$ cat config.mk
export PLATFORM = sky130hd
export DESIGN_NAME = spi_flash_responder
export DESIGN_NICKNAME = d
export VERILOG_FILES = /design/src/rtl/spi_flash_responder.sv
export SDC_FILE = /design/constraint.sdc
export NUM_CORES = 2
export LEC_CHECK = 0
export ABC_CLOCK_PERIOD_IN_PS = 5500
export CAP_MARGIN = 20
export CORE_ASPECT_RATIO = 1.2
export CORE_MARGIN = 5
export CORE_UTILIZATION = 50
export DETAILED_ROUTE_END_ITERATION = 7
export GPL_TIMING_DRIVEN = 0
export PLACE_DENSITY = 0.61
export SLEW_MARGIN = 20
export SYNTH_ARGS = -nofsm -noshare
export SYNTH_HDL_FRONTEND = slang
export SYNTH_SLANG_ARGS = --single-unit
$ cat constraint.sdc
create_clock -name clk -period 5.5 [get_ports clk]
set_input_delay 0.55 -clock clk [delete_from_list [all_inputs] [get_ports clk]]
set_output_delay 0.55 -clock clk [all_outputs]
set_load 0.01 [all_outputs]
$ cat src/rtl/spi_flash_responder.sv
// rtl/spi_flash_responder.sv - SPI mode-0 serial-flash responder with a small internal byte array
// All SPI pins are synchronised and oversampled on clk; spi_clk is never used as a clock.
module spi_flash_responder #(
  parameter int MEM_AW   = 8,
  parameter int SYNC_STG = 2
) (
  input  logic              clk,
  input  logic              rst_n,
  input  logic              spi_cs_n,
  input  logic              spi_clk,
  input  logic              spi_mosi,
  output logic              spi_miso,
  output logic              busy,
  output logic              mem_wr,
  output logic [MEM_AW-1:0] mem_wr_addr,
  output logic [7:0]        status
);

  typedef enum logic [2:0] {
    S_IDLE, S_CMD, S_ADDR, S_STAT, S_DROP, S_RDATA, S_WDATA
  } state_t;

  state_t              state;
  logic [SYNC_STG-1:0] cs_sync, sck_sync, mosi_sync, sync_ok;
  logic                cs_s, sck_s, mosi_s, sync_valid;
  logic                sck_d, sck_rise, sck_fall;
  logic [2:0]          bit_cnt;
  logic [7:0]          sh_in, sh_out, byte_in, load_byte, wr_data;
  logic [MEM_AW-1:0]   addr;
  logic                is_read, wel, wrote, armed;
  logic [7:0]          mem [0:(1<<MEM_AW)-1];

  assign cs_s       = cs_sync[SYNC_STG-1];
  assign sck_s      = sck_sync[SYNC_STG-1];
  assign mosi_s     = mosi_sync[SYNC_STG-1];
  assign sync_valid = sync_ok[SYNC_STG-1];
  assign sck_rise   = sck_s & ~sck_d;
  assign sck_fall   = ~sck_s & sck_d;
  assign byte_in    = {sh_in[6:0], mosi_s};
  assign status     = {6'b0, wel, 1'b0};
  assign load_byte  = (state == S_RDATA) ? mem[addr] : status;

  // armed blocks a new command until CS has been seen high, so a reset taken
  // with CS still low cannot start decoding in the middle of a byte.
  always_ff @(posedge clk or negedge rst_n) begin
    if (!rst_n) begin
      cs_sync     <= '1;
      sck_sync    <= '0;
      mosi_sync   <= '0;
      sync_ok     <= '0;
      sck_d       <= 1'b0;
      state       <= S_IDLE;
      bit_cnt     <= 3'd0;
      sh_in       <= 8'h00;
      sh_out      <= 8'h00;
      addr        <= '0;
      is_read     <= 1'b0;
      wel         <= 1'b0;
      wrote       <= 1'b0;
      armed       <= 1'b0;
      spi_miso    <= 1'b0;
      busy        <= 1'b0;
      mem_wr      <= 1'b0;
      mem_wr_addr <= '0;
      wr_data     <= 8'h00;
    end else begin
      cs_sync   <= {cs_sync[SYNC_STG-2:0], spi_cs_n};
      sck_sync  <= {sck_sync[SYNC_STG-2:0], spi_clk};
      mosi_sync <= {mosi_sync[SYNC_STG-2:0], spi_mosi};
      sync_ok   <= {sync_ok[SYNC_STG-2:0], 1'b1};
      sck_d     <= sck_s;
      mem_wr    <= 1'b0;
      busy      <= sync_valid & ~cs_s;
      if (sync_valid && cs_s) armed <= 1'b1;

      if (cs_s || !sync_valid) begin
        if (wrote) wel <= 1'b0;
        wrote    <= 1'b0;
        state    <= S_IDLE;
        bit_cnt  <= 3'd0;
        spi_miso <= 1'b0;
      end else if (state == S_IDLE) begin
        if (armed) begin
          state   <= S_CMD;
          bit_cnt <= 3'd0;
          wrote   <= 1'b0;
          armed   <= 1'b0;
        end
      end else if (state != S_DROP) begin
        if (sck_rise) begin
          sh_in   <= byte_in;
          bit_cnt <= bit_cnt + 3'd1;
          if (bit_cnt == 3'd7) begin
            case (state)
              S_CMD: begin
                case (byte_in)
                  8'h03: begin is_read <= 1'b1; state <= S_ADDR; end
                  8'h02: begin is_read <= 1'b0; state <= wel ? S_ADDR : S_DROP; end
                  8'h06: begin wel <= 1'b1; state <= S_DROP; end
                  8'h04: begin wel <= 1'b0; state <= S_DROP; end
                  8'h05: state <= S_STAT;
                  default: state <= S_DROP;
                endcase
              end
              S_ADDR: begin
                addr  <= byte_in[MEM_AW-1:0];
                state <= is_read ? S_RDATA : S_WDATA;
              end
              S_WDATA: begin
                mem_wr      <= 1'b1;
                mem_wr_addr <= addr;
                wr_data     <= byte_in;
                addr        <= addr + 1'b1;
                wrote       <= 1'b1;
              end
              default: ;
            endcase
          end
        end
        // A fall at a byte boundary loads the next outgoing byte and drives its MSB.
        if (sck_fall && (state == S_RDATA || state == S_STAT)) begin
          if (bit_cnt == 3'd0) begin
            spi_miso <= load_byte[7];
            sh_out   <= {load_byte[6:0], 1'b0};
            if (state == S_RDATA) addr <= addr + 1'b1;
          end else begin
            spi_miso <= sh_out[7];
            sh_out   <= {sh_out[6:0], 1'b0};
          end
        end
      end
    end
  end

  always_ff @(posedge clk) begin
    if (mem_wr) mem[mem_wr_addr] <= wr_data;
  end

endmodule

==> impl_metrics.yaml <==
cells_and_area:
  layout_commonest_cell: "edfxtp_1"
  nets: 4420
  layout-drive-gt1-share_pct: 23.8
  layout_common_cells: "edfxtp_1 (2048), mux4_2 (434), nor2_1 (326)"
  layout.cells.non_filler: 6744
  syn_to_final_growth_pct: 14.3
timing:
  maxSlewViolCount: 0
  max_slew_margin_pct: 10.5
  final.setup.worst_slack_ns: -0.172
  skew_ns: 0.0297
  min_period_over_period_pct: 103
  hold_ws_ns: 0.0211
  rsz0062_at_grt: "false"
  tightest_slew_ns: 1.34
  finalHoldViolations: 0
  fmax_mhz: 176
  layout_min_cycle_time_ns: 5.67
  setup_viol_count_final: 4
logic_synthesis:
  ys.flop_type: "edfxtp_1"
  ys_seq_elements: 2108
  synth-seq-area-share_pct: 76.2
  syn-cell-area_um2: 82700
  async_flop_share_pct: 2.85
  avgSynthCellArea_um2: 20.2
  synthTopCellsByArea: "edfxtp_1 (74%), mux4_2 (12%), mux2i_1 (2.6%), dfrtp_1 (1.8%), nor2_1 (1.5%)"
  yosys.area.top_type_share_pct: 74.4
  yosys.area.top_type: "edfxtp_1"
  synth_edf_count: 2048
  postSynthCellCount: 4089
  ys.warnings.count: 0
  ys_types: 74
detailed_routing:
  drc: 0
  drt_iter0_markers: 9011
  dr.pass1.iters: 6
  ant_nets: 0
  via_count: 49000
  avgRoutedWirePerCell_um: 51.9
  via_per_inst: 7.27
  postRouteWirelength_um: 350000
worst_setup_path:
  cp_slowest_cell: "buf_2"
  crit_arrival_ns: 6.43
  startpoint_type: "register"
  endpoint_kind: "register"
  required_ns: 6.26
  critical_path_class: "register to register"
  path_common_cell: "buf_2"
  reg2reg_depth: 10
  path_max_fanout: 10
  slowest_delay_ns: 1.00
  path_cells: "buf_2, buf_2, buf_2, buf_2, mux4_2, nand2_1, nand4_1, a22oi_1, o32a_1, a21oi_1"
floorplan:
  row_count: 163
  core_region_area_um2: 164000
  die_area_um2: 174000
  ios: 24
  fp.dieW_um: 381
  dieHeight_um: 455
  start_util_pct: 50.3
clock_network:
  cts-buffers-inserted: 199
  htree_levels: 4
  root_buffer: "clkbuf_16"
  cts.clk_slew.worst_paths_ns: 0.07
  cts_num_sinks: 2108
  clk_latency_ns: 0.89
  cts.path.max_buffers: 3
  cts_setup_buffers: 0
  cts_tree: "yes"
placement:
  finalWeightedCongestion: 1.06
  place_hpwl_um: 236000
  place_inst: 6351
  io_buffers: 16
job:
  maxCapViolCount: 0
grt:
  grt_pass1_vias: 45700
  grt_first_pass_wirelength_um: 449000
  grt-ovfl-total: 0
  grt_max_degree: 77
  grt_usage_pct: 40.2
  antenna_found_initial: 34
power_and_ir_drop:
  ir_worst_vdd_mv: 0.293
  power.leakage_nw: 23.9
  power_density_nw_per_um2: 329
  power_mw: 31.1
run_status:
  status: "finished, violations left"
  failed_checks: "negative setup slack"
worst_hold_path:
  min_path_type: "primary input to asynchronous set/reset pin"
==> state kept, by name, indices dropped and copies added (netlist names) <==
| name | count |
|---|---|
| sh_in | 7 |
| mem_wr_addr | 8 |
| state | 3 |
| busy | 1 |
| cs_sync | 2 |
| sck_sync | 2 |
| addr | 8 |
| mem_wr | 1 |
| mosi_sync | 2 |
| sck_d | 1 |
| mem | 2048 |
| wel | 1 |
| bit_cnt | 3 |
| sync_ok | 2 |
| spi_miso | 1 |
| is_read | 1 |
| sh_out | 7 |
| wrote | 1 |
| wr_data | 8 |
| armed | 1 |
==> through the flow <==
stage	setup TNS, ns	area (µm²)	setup WS [ns]	utilization (%)
floorplan	0	82700	1.52	-
global placement	-4797.22	85500	-2.61	52.0
detailed placement	-0.331	88000	-0.331	53.5
CTS	0	94400	0.108	57.4
global route	0	94400	0.0612	57.4
finish	-0.593	94400	-0.172	57.4
==> critical path: cells and delay by family (launching register included) <==
| family | cells | cell delay [ns] |
|---|---|---|
| simple gates | 2 | 0.60 |
| mux | 1 | 0.40 |
| flops | 1 | 0.39 |
| compound gates | 3 | 1.24 |
| buf+inv | 4 | 2.85 |
==> layout make-up <==
class / count / area, µm²
fill: 12100 / 69900
clock buffer: 241 / 5240
buffer: 264 / 1710
tap: 2145 / 2680
multi-input combinational: 1712 / 18100
timing repair buffer: 115 / 2500
sequential: 2108 / 63000
inverter: 11 / 41.3
antenna: 21 / 52.6
clock inverter: 127 / 1080
==> path summary, 6_finish.rpt <==
check | startpoint | end | slack (ns)
max | addr[1]$_DFFE_PN0P_ | sh_out[2]$_DFFE_PN0P_ | -0.17
min | rst_n | mem_wr_addr[2]$_DFFE_PN0P_ | 0.02
max reg2reg | addr[1]$_DFFE_PN0P_ | sh_out[2]$_DFFE_PN0P_ | -0.17
min reg2reg | sync_ok[0]$_DFF_PN0_ | sync_ok[1]$_DFF_PN0_ | 0.36
max in group asynchronous | rst_n | mem_wr$_DFF_PN0_ | 4.80
min in group clk | spi_cs_n | cs_sync[0]$_DFF_PN1_ | 0.08
==> per-layer routing <==
layer | vias up | track usage (%) | share of wire (%)
li1 | 17600 | - | -
met1 | 25500 | 49.4 | 33
met2 | 4632 | 57.0 | 42
met3 | 1231 | 15.6 | 14
met4 | 22 | 32.6 | 10
met5 | - | 0 | 0.043
==> repair_timing <==
action                     4_1_cts  5_1_grt
setup endpoints to repair        1        0
hold endpoints to repair        60        0
resized for setup                2        0
hold buffers                     2        0
==> cell usage after synthesis, drive strengths merged (4+ instances only) <==
cell     number
a2111oi      10
a211o         5
a211oi       15
a21oi        87
a221o         5
a221oi       32
a22o         13
a22oi        66
a31oi        11
a32o          4
and2          4
and3          7
buf         150
clkbuf      114
dfrtp        58
edfxtp     2048
ha            4
inv          11
mux2         34
mux2i       216
mux4        441
nand2       104
nand2b        9
nand3        47
nand4        19
nor2        327
nor2b        22
nor3         22
nor4          7
o2111ai       7
o211ai       18
o21ai        63
o221ai       18
o22ai        32
o311ai        4
o31ai         7
==> logic make-up after synthesis <==
group           share of synthesized area, %
compound gates                          3.50
mux                                     15.1
simple gates                            3.05
xor+xnor                              0.0530
flops                                   76.2
fa+ha+maj                             0.0606
other cells                          0.00909
buf+inv                                 1.98
==> report_power, final <==
part / switching (mW) / internal (mW) / total [mW]
clock network: 6.23 / 7.45 / 13.7
logic: 0.0315 / 0.0196 / 0.0511
registers: 0.00838 / 17.3 / 17.4
total: 6.27 / 24.8 / 31.1
(Power assumes the default switching activity.)
